<file path="config.mk">
export PLATFORM = sky130hd
export DESIGN_NAME = store_drain_queue_flat
export DESIGN_NICKNAME = d
export VERILOG_FILES = /design/src/rtl/store_drain_queue_if.sv /design/src/rtl/store_drain_queue.sv /design/src/flat_wrapper.sv
export SDC_FILE = /design/constraint.sdc
export NUM_CORES = 2
export LEC_CHECK = 0
export BUFFER_PORTS_ARGS = -buffer_cell sky130_fd_sc_hd__buf_2
export CAP_MARGIN = 20
export CORE_UTILIZATION = 40
export DETAILED_ROUTE_END_ITERATION = 7
export PLACE_DENSITY_LB_ADDON = 0.12
export SLEW_MARGIN = 15
export SYNTH_ARGS = -nofsm -noshare
export SYNTH_HDL_FRONTEND = slang
export SYNTH_HIERARCHICAL = 1
export SYNTH_SLANG_ARGS = --single-unit
</file>
<file path="constraint.sdc">
create_clock -name clk -period 3.24 [get_ports clk]
set_clock_uncertainty 0.05 [all_clocks]
set_input_delay 0.648 -clock clk [delete_from_list [all_inputs] [get_ports clk]]
set_output_delay 0.648 -clock clk [all_outputs]
set_load 0.005 [all_outputs]
</file>
<file path="src/rtl/store_drain_queue_if.sv">
// Bundle of commit-side, SRAM-drain-side and load-check signals of the store drain queue.
interface store_drain_queue_if #(
  parameter int PTR_W = 3
);
  logic             commit_store_en;
  logic [31:0]      commit_addr;
  logic [3:0]       commit_sel;
  logic [31:0]      commit_data;
  logic             commit_ready;

  logic             load_req;
  logic             dcache_miss;
  logic             st_sram_en;
  logic [3:0]       st_sram_wen;
  logic [31:0]      st_sram_addr;
  logic [31:0]      st_sram_wdata;

  logic [31:0]      ld_check_addr;
  logic             ld_conflict;

  logic             empty;
  logic [PTR_W:0]   count;
  logic             overflow;

  // The queue itself.
  modport slave (
    input  commit_store_en, commit_addr, commit_sel, commit_data,
    input  load_req, dcache_miss, ld_check_addr,
    output commit_ready, st_sram_en, st_sram_wen, st_sram_addr, st_sram_wdata,
    output ld_conflict, empty, count, overflow
  );

  // Commit stage / AGU / memory side driving the queue.
  modport master (
    output commit_store_en, commit_addr, commit_sel, commit_data,
    output load_req, dcache_miss, ld_check_addr,
    input  commit_ready, st_sram_en, st_sram_wen, st_sram_addr, st_sram_wdata,
    input  ld_conflict, empty, count, overflow
  );
endinterface

</file>
<file path="src/rtl/store_drain_queue.sv">
// In-order queue of committed stores drained as byte-enabled writes on the
// shared data SRAM port whenever the AGU's loads leave the port idle.

// One queue slot: holds a store and reports whether it covers the load's word.
module sdq_slot (
  input  logic        clk,
  input  logic        resetn,
  input  logic        wr_i,
  input  logic        clr_i,
  input  logic [31:0] wr_addr_i,
  input  logic [3:0]  wr_sel_i,
  input  logic [31:0] wr_data_i,
  input  logic [31:0] chk_addr_i,
  output logic [31:0] addr_o,
  output logic [3:0]  sel_o,
  output logic [31:0] data_o,
  output logic        vld_o,
  output logic        hit_o
);
  logic [31:0] addr_q, addr_d;
  logic [3:0]  sel_q,  sel_d;
  logic [31:0] data_q, data_d;
  logic        vld_q,  vld_d;

  // Next-state: a write fills the slot, a pop clears its valid bit.
  always_comb begin
    addr_d = addr_q;
    sel_d  = sel_q;
    data_d = data_q;
    vld_d  = vld_q;
    if (clr_i) vld_d = 1'b0;
    if (wr_i) begin
      addr_d = wr_addr_i;
      sel_d  = wr_sel_i;
      data_d = wr_data_i;
      vld_d  = 1'b1;
    end
  end

  // Slot registers, cleared by synchronous reset.
  always_ff @(posedge clk) begin
    if (!resetn) begin
      addr_q <= '0;
      sel_q  <= '0;
      data_q <= '0;
      vld_q  <= 1'b0;
    end else begin
      addr_q <= addr_d;
      sel_q  <= sel_d;
      data_q <= data_d;
      vld_q  <= vld_d;
    end
  end

  assign addr_o = addr_q;
  assign sel_o  = sel_q;
  assign data_o = data_q;
  assign vld_o  = vld_q;
  // Word match ignores the byte offset; only registered state participates,
  // so a store being pushed this cycle never flags.
  assign hit_o  = vld_q && (((addr_q ^ chk_addr_i) & ~32'h3) == 32'h0);
endmodule

module store_drain_queue #(
  parameter int DEPTH = 8,
  parameter int PTR_W = 3
) (
  input  logic                clk,
  input  logic                resetn,
  store_drain_queue_if.slave  bus
);
  localparam logic [PTR_W:0] FULL_CNT = (PTR_W+1)'(DEPTH);

  logic [PTR_W-1:0] head_q, head_d;
  logic [PTR_W-1:0] tail_q, tail_d;
  logic [PTR_W:0]   count_q, count_d;
  logic             overflow_q, overflow_d;

  logic [DEPTH-1:0][31:0] slot_addr;
  logic [DEPTH-1:0][3:0]  slot_sel;
  logic [DEPTH-1:0][31:0] slot_data;
  logic [DEPTH-1:0]       slot_vld;
  logic [DEPTH-1:0]       slot_hit;
  logic [DEPTH-1:0]       slot_wr;
  logic [DEPTH-1:0]       slot_clr;

  logic push, pop, drain_en;

  // Readiness comes from the registered count only, so a same-cycle pop
  // never lets a push into a full queue.
  assign bus.commit_ready = (count_q != FULL_CNT);
  assign push             = bus.commit_store_en && bus.commit_ready;
  // Gating with resetn keeps the reset cycle itself free of writes.
  assign drain_en         = resetn && slot_vld[head_q] && !bus.load_req;
  assign pop              = drain_en && !bus.dcache_miss;

  // Decode per-slot write (at tail) and clear (at head) strobes.
  always_comb begin
    slot_wr  = '0;
    slot_clr = '0;
    for (int i = 0; i < DEPTH; i++) begin
      slot_wr[i]  = push && (tail_q == PTR_W'(i));
      slot_clr[i] = pop  && (head_q == PTR_W'(i));
    end
  end

  for (genvar g = 0; g < DEPTH; g++) begin : g_slot
    sdq_slot u_slot (
      .clk        (clk),
      .resetn     (resetn),
      .wr_i       (slot_wr[g]),
      .clr_i      (slot_clr[g]),
      .wr_addr_i  (bus.commit_addr),
      .wr_sel_i   (bus.commit_sel),
      .wr_data_i  (bus.commit_data),
      .chk_addr_i (bus.ld_check_addr),
      .addr_o     (slot_addr[g]),
      .sel_o      (slot_sel[g]),
      .data_o     (slot_data[g]),
      .vld_o      (slot_vld[g]),
      .hit_o      (slot_hit[g])
    );
  end

  // Pointer, occupancy and sticky-overflow next state.
  always_comb begin
    head_d     = head_q;
    tail_d     = tail_q;
    count_d    = count_q;
    overflow_d = overflow_q;
    if (push) tail_d = tail_q + PTR_W'(1);
    if (pop)  head_d = head_q + PTR_W'(1);
    if (push && !pop)      count_d = count_q + (PTR_W+1)'(1);
    else if (pop && !push) count_d = count_q - (PTR_W+1)'(1);
    if (bus.commit_store_en && !bus.commit_ready) overflow_d = 1'b1;
  end

  // Control registers, cleared by synchronous reset.
  always_ff @(posedge clk) begin
    if (!resetn) begin
      head_q     <= '0;
      tail_q     <= '0;
      count_q    <= '0;
      overflow_q <= 1'b0;
    end else begin
      head_q     <= head_d;
      tail_q     <= tail_d;
      count_q    <= count_d;
      overflow_q <= overflow_d;
    end
  end

  // Drain port: present the head entry, zeros when not requesting.
  always_comb begin
    bus.st_sram_en    = drain_en;
    bus.st_sram_wen   = 4'b0;
    bus.st_sram_addr  = 32'h0;
    bus.st_sram_wdata = 32'h0;
    if (drain_en) begin
      bus.st_sram_wen   = slot_sel[head_q];
      bus.st_sram_addr  = slot_addr[head_q];
      bus.st_sram_wdata = slot_data[head_q];
    end
  end

  assign bus.ld_conflict = |slot_hit;
  assign bus.empty       = (count_q == '0);
  assign bus.count       = count_q;
  assign bus.overflow    = overflow_q;
endmodule

</file>
<file path="src/flat_wrapper.sv">
// flat-port wrapper written by rule: the top's interface ports become plain ports
module store_drain_queue_flat 
#(
  parameter int DEPTH = 8,
  parameter int PTR_W = 3
)
  (clk, resetn, bus_commit_store_en, bus_commit_addr, bus_commit_sel, bus_commit_data, bus_load_req, bus_dcache_miss, bus_ld_check_addr, bus_commit_ready, bus_st_sram_en, bus_st_sram_wen, bus_st_sram_addr, bus_st_sram_wdata, bus_ld_conflict, bus_empty, bus_count, bus_overflow);
  store_drain_queue_if #(.PTR_W(PTR_W)) bus_i ();
  input  logic clk;
  input  logic resetn;
  input wire logic [$bits(bus_i.commit_store_en)-1:0] bus_commit_store_en;
  input wire logic [$bits(bus_i.commit_addr)-1:0] bus_commit_addr;
  input wire logic [$bits(bus_i.commit_sel)-1:0] bus_commit_sel;
  input wire logic [$bits(bus_i.commit_data)-1:0] bus_commit_data;
  input wire logic [$bits(bus_i.load_req)-1:0] bus_load_req;
  input wire logic [$bits(bus_i.dcache_miss)-1:0] bus_dcache_miss;
  input wire logic [$bits(bus_i.ld_check_addr)-1:0] bus_ld_check_addr;
  output wire logic [$bits(bus_i.commit_ready)-1:0] bus_commit_ready;
  output wire logic [$bits(bus_i.st_sram_en)-1:0] bus_st_sram_en;
  output wire logic [$bits(bus_i.st_sram_wen)-1:0] bus_st_sram_wen;
  output wire logic [$bits(bus_i.st_sram_addr)-1:0] bus_st_sram_addr;
  output wire logic [$bits(bus_i.st_sram_wdata)-1:0] bus_st_sram_wdata;
  output wire logic [$bits(bus_i.ld_conflict)-1:0] bus_ld_conflict;
  output wire logic [$bits(bus_i.empty)-1:0] bus_empty;
  output wire logic [$bits(bus_i.count)-1:0] bus_count;
  output wire logic [$bits(bus_i.overflow)-1:0] bus_overflow;
  assign bus_i.commit_store_en = bus_commit_store_en;
  assign bus_i.commit_addr = bus_commit_addr;
  assign bus_i.commit_sel = bus_commit_sel;
  assign bus_i.commit_data = bus_commit_data;
  assign bus_i.load_req = bus_load_req;
  assign bus_i.dcache_miss = bus_dcache_miss;
  assign bus_i.ld_check_addr = bus_ld_check_addr;
  assign bus_commit_ready = bus_i.commit_ready;
  assign bus_st_sram_en = bus_i.st_sram_en;
  assign bus_st_sram_wen = bus_i.st_sram_wen;
  assign bus_st_sram_addr = bus_i.st_sram_addr;
  assign bus_st_sram_wdata = bus_i.st_sram_wdata;
  assign bus_ld_conflict = bus_i.ld_conflict;
  assign bus_empty = bus_i.empty;
  assign bus_count = bus_i.count;
  assign bus_overflow = bus_i.overflow;
  store_drain_queue #(.DEPTH(DEPTH), .PTR_W(PTR_W)) u_core (.clk(clk), .resetn(resetn), .bus(bus_i));
endmodule
</file>
==> results.cfg <==
[global_routing]
grt_pass1_vias = 20400
antenna_found_initial = 20
grt_pass1_wl_um = 126000
grt_max_degree = 216
grt-ovfl-total = 0
grt_usage_pct = 22.9

[timing]
hold_viol_final = 0
slew_headroom_pct = 29.5
drv_slew = 0
setup_slack_ns = -0.00307
tightest_slew_ns = 1.06
rsz0062_at_grt = yes
post-route-period-util_pct = 100
tns_ns = -0.00307
clock.fmax_mhz = 308
final-setup-viol-count = 1
whs_ns = 0.226
period_minus_slack_ns = 3.24

[yosys]
synth_top_family_by_area = multiplexers
ys_seq_area_share_pct = 39.8
syn_nets = 2720
synth_area_per_cell_um2 = 10.9
ys.flop_type = dfxtp_1
ys_warn_count = 6
synth_top_area_share_pct = 39.8
synth_area_mm2 = 0.0283
yosysTopAreaCell = dfxtp_1
synth-seq-cells = 563
ys_top_cells_by_count = dfxtp_1 (563), mux2i_1 (555), nor2b_1 (553)
synthMuxAreaShare_pct = 30.4
synthSimpleGateAreaFrac_pct = 16.7
synthAdderAreaFrac_pct = 0.733
synth_edf_count = 0
synthTopCellsByArea = dfxtp_1 (40%), mux2i_1 (20%), nor2b_1 (12%)
synth.distinct_cells = 35
synthMostInstantiatedCell = dfxtp_1
synth_xor_area_share_pct = 7.51
synth_compound_area_share_pct = 1.72
syn_inst = 2599
async_reset_ff_share_pct = 0

[worst_setup_path]
cp_slowest_cell = or4_4
worstPathRequired_ns = 2.54
cp_slowest_stage_delay_ns = 0.61
worstSetupPathType = flop to output port
cp_num_buf_inv = 1
path_cells = xnor2_1, nand4_1, or4_4, nor4_4, nor4_2, nand2_1, buf_2
worstSetupEndpointType = output port
start_kind = flop
cp_max_fo = 3
worstPathArrival_ns = 2.55
critical_path.top_delay_family = simple AND/OR/NAND/NOR gates

[finish]
area_growth_pct = 17.1
nFillCells = 6561
fin_area_mm2 = 0.0332
fin_nets = 2872
drive_gt1_share_pct = 20.5

[status]
status = finished with violations
violations = negative setup slack

[clocking]
cts.sinks = 563
cts_hold_buf = 0
cts_tree = done
numCtsBuffers = 69
path_clk_slew_ns = 0.06
htreeDepth = 3
cts_buffer_depth = 3
root_buffer = clkbuf_16
clk-insertion-delay-late_ns = 0.61

[die]
die_w_um = 268
die_h_um = 268
row_count = 97
dieArea_mm2 = 0.0719
num_io_pins = 182
core-area_mm2 = 0.0700
initial_core_util_pct = 40.5

[pwr]
pwr-share-seq_pct = 41.3
p_int_w = 0.0136
p_leak_nw = 10.5
powerDensity_mw_per_mm2 = 563
p_switching_w = 0.00508
p_comb_share_pct = 17.8
ir_drop_mv = 0.342
swShare_pct = 27.2
clkPwrFrac_pct = 41.0

[drt]
ant_nets = 0
wl_per_cell_um = 22.0
wl_um = 82400
vias_per_cell = 5.19
drc = 0
first_pass_iters = 5
vias = 19400
detail_route.iter0.violations = 941

[place]
io_buffers = 179
pre_cts_ws_ns = 0.0292
placed_cell_area_mm2 = 0.0306
gp_congestion = 0.884
dp_hpwl_um = 51700

[min_path]
hp-class = input port to flop

[run]
cap_violations = 0
[tightest hold or removal path, stage by stage]
cell	delay (ns)
buf_2	0.08
a21oi_1	0.05
nor2_1	0.07
[flip-flops by register name, indices dropped and copies added, names as in the netlist]
| register | count |
|---|---|
| u_core/bus.overflow | 1 |
| u_core/tail_q | 3 |
| u_core/bus.count | 4 |
| u_core/g_slot.u_slot/addr_o | 256 |
| u_core/g_slot.u_slot/data_o | 256 |
| u_core/head_q | 3 |
| u_core/g_slot.u_slot/vld_o | 8 |
| u_core/g_slot.u_slot/sel_o | 32 |
[power groups by stage]
| stage | clock [W] | combinational [W] | sequential (W) |
|---|---|---|---|
| 3_3_place_gp | 0 | 0.00324 | 0.00783 |
| 2_1_floorplan | 0 | 0.00229 | 0.00773 |
| 6_report | 0.00766 | 0.00332 | 0.00771 |
| 3_5_place_dp | 0 | 0.00330 | 0.00785 |
| 5_1_grt | 0.00814 | 0.00359 | 0.00776 |
| 4_1_cts | 0.00787 | 0.00334 | 0.00771 |
[area by class of cell]
class | instances | area [um^2] | area share (%)
clock inverters | 16 | 188 | 0.566
clock buffers | 102 | 2040 | 6.16
inverters | 16 | 61.3 | 0.185
repair buffers | 258 | 2000 | 6.03
multi-input cells | 1843 | 16400 | 49.4
flip-flops and latches | 563 | 11300 | 34.1
well taps | 940 | 1180 | 3.54
diodes | 5 | 12.5 | 0.0377
[cell usage in the layout (no fill, tap or decap), drive strengths merged, types with 3 or more instances in the layout]
cell / instances
nor3: 6
diode: 5
xnor2: 210
and2: 3
mux4: 136
inv: 18
nand2: 141
nor2b: 553
nor2: 13
and3: 6
ha: 15
a21oi: 71
xor2: 33
buf: 256
bufinv: 3
nor4: 19
o21a: 8
clkbuf: 103
dfxtp: 563
clkinv: 10
mux2i: 555
or4: 8
nand4: 56
[per-stage QoR]
step | total power, W | instances | utilization [%]
3_3_place_gp | 0.0111 | 3611 | 43.7
2_1_floorplan | 0.0100 | 2599 | -
4_1_cts | 0.0189 | 3736 | 47.1
5_1_grt | 0.0195 | 3740 | 47.4
3_5_place_dp | 0.0112 | 3611 | 43.7
6_report | 0.0187 | 3743 | 47.4
[layer usage]
layer	vias up	global-route usage (%)	share of wire, %
li1	9325	-	-
met1	9643	29.7	45
met2	312	38.6	48
met3	147	4.01	3.8
met4	14	7.21	2.9
met5	-	0	0.12
[final timing paths]
path	from	to	slack (ns)	cells past startpoint
worst min register to register	u_core/bus.overflow	u_core/bus.overflow	0.43	2
worst min-delay path	bus_commit_store_en	u_core/bus.overflow	0.23	3
worst max register to register	u_core/head_q[2]	u_core/bus.count[3]	0.47	10
worst max-delay path	u_core/g_slot[6].u_slot/addr_o[11]	bus_ld_conflict	-0.003	7
[what timing repair did]
| action | 4_1_cts | 5_1_grt |
|---|---|---|
| setup endpoints to repair | 46 | 18 |
| cloned | 1 | 1 |
| hold endpoints to repair | 0 | 0 |
| resized for setup | 31 | 25 |
| pin swaps | 19 | 17 |
| setup buffers | 6 | 0 |
[logic make-up (layout without fill, tap and decap cells)]
kind of cell             after synthesis  count (layout)
buffers and inverters                193             392
multiplexers                         691             691
other                                  0               5
XOR/XNOR                             243             243
AND/OR/NAND/NOR                      810             810
flip-flops                           563             563
AO/OA/AOI/OAI                         83              83
adder cells (fa/ha/maj)               16              16
(Power assumes the default switching activity.)
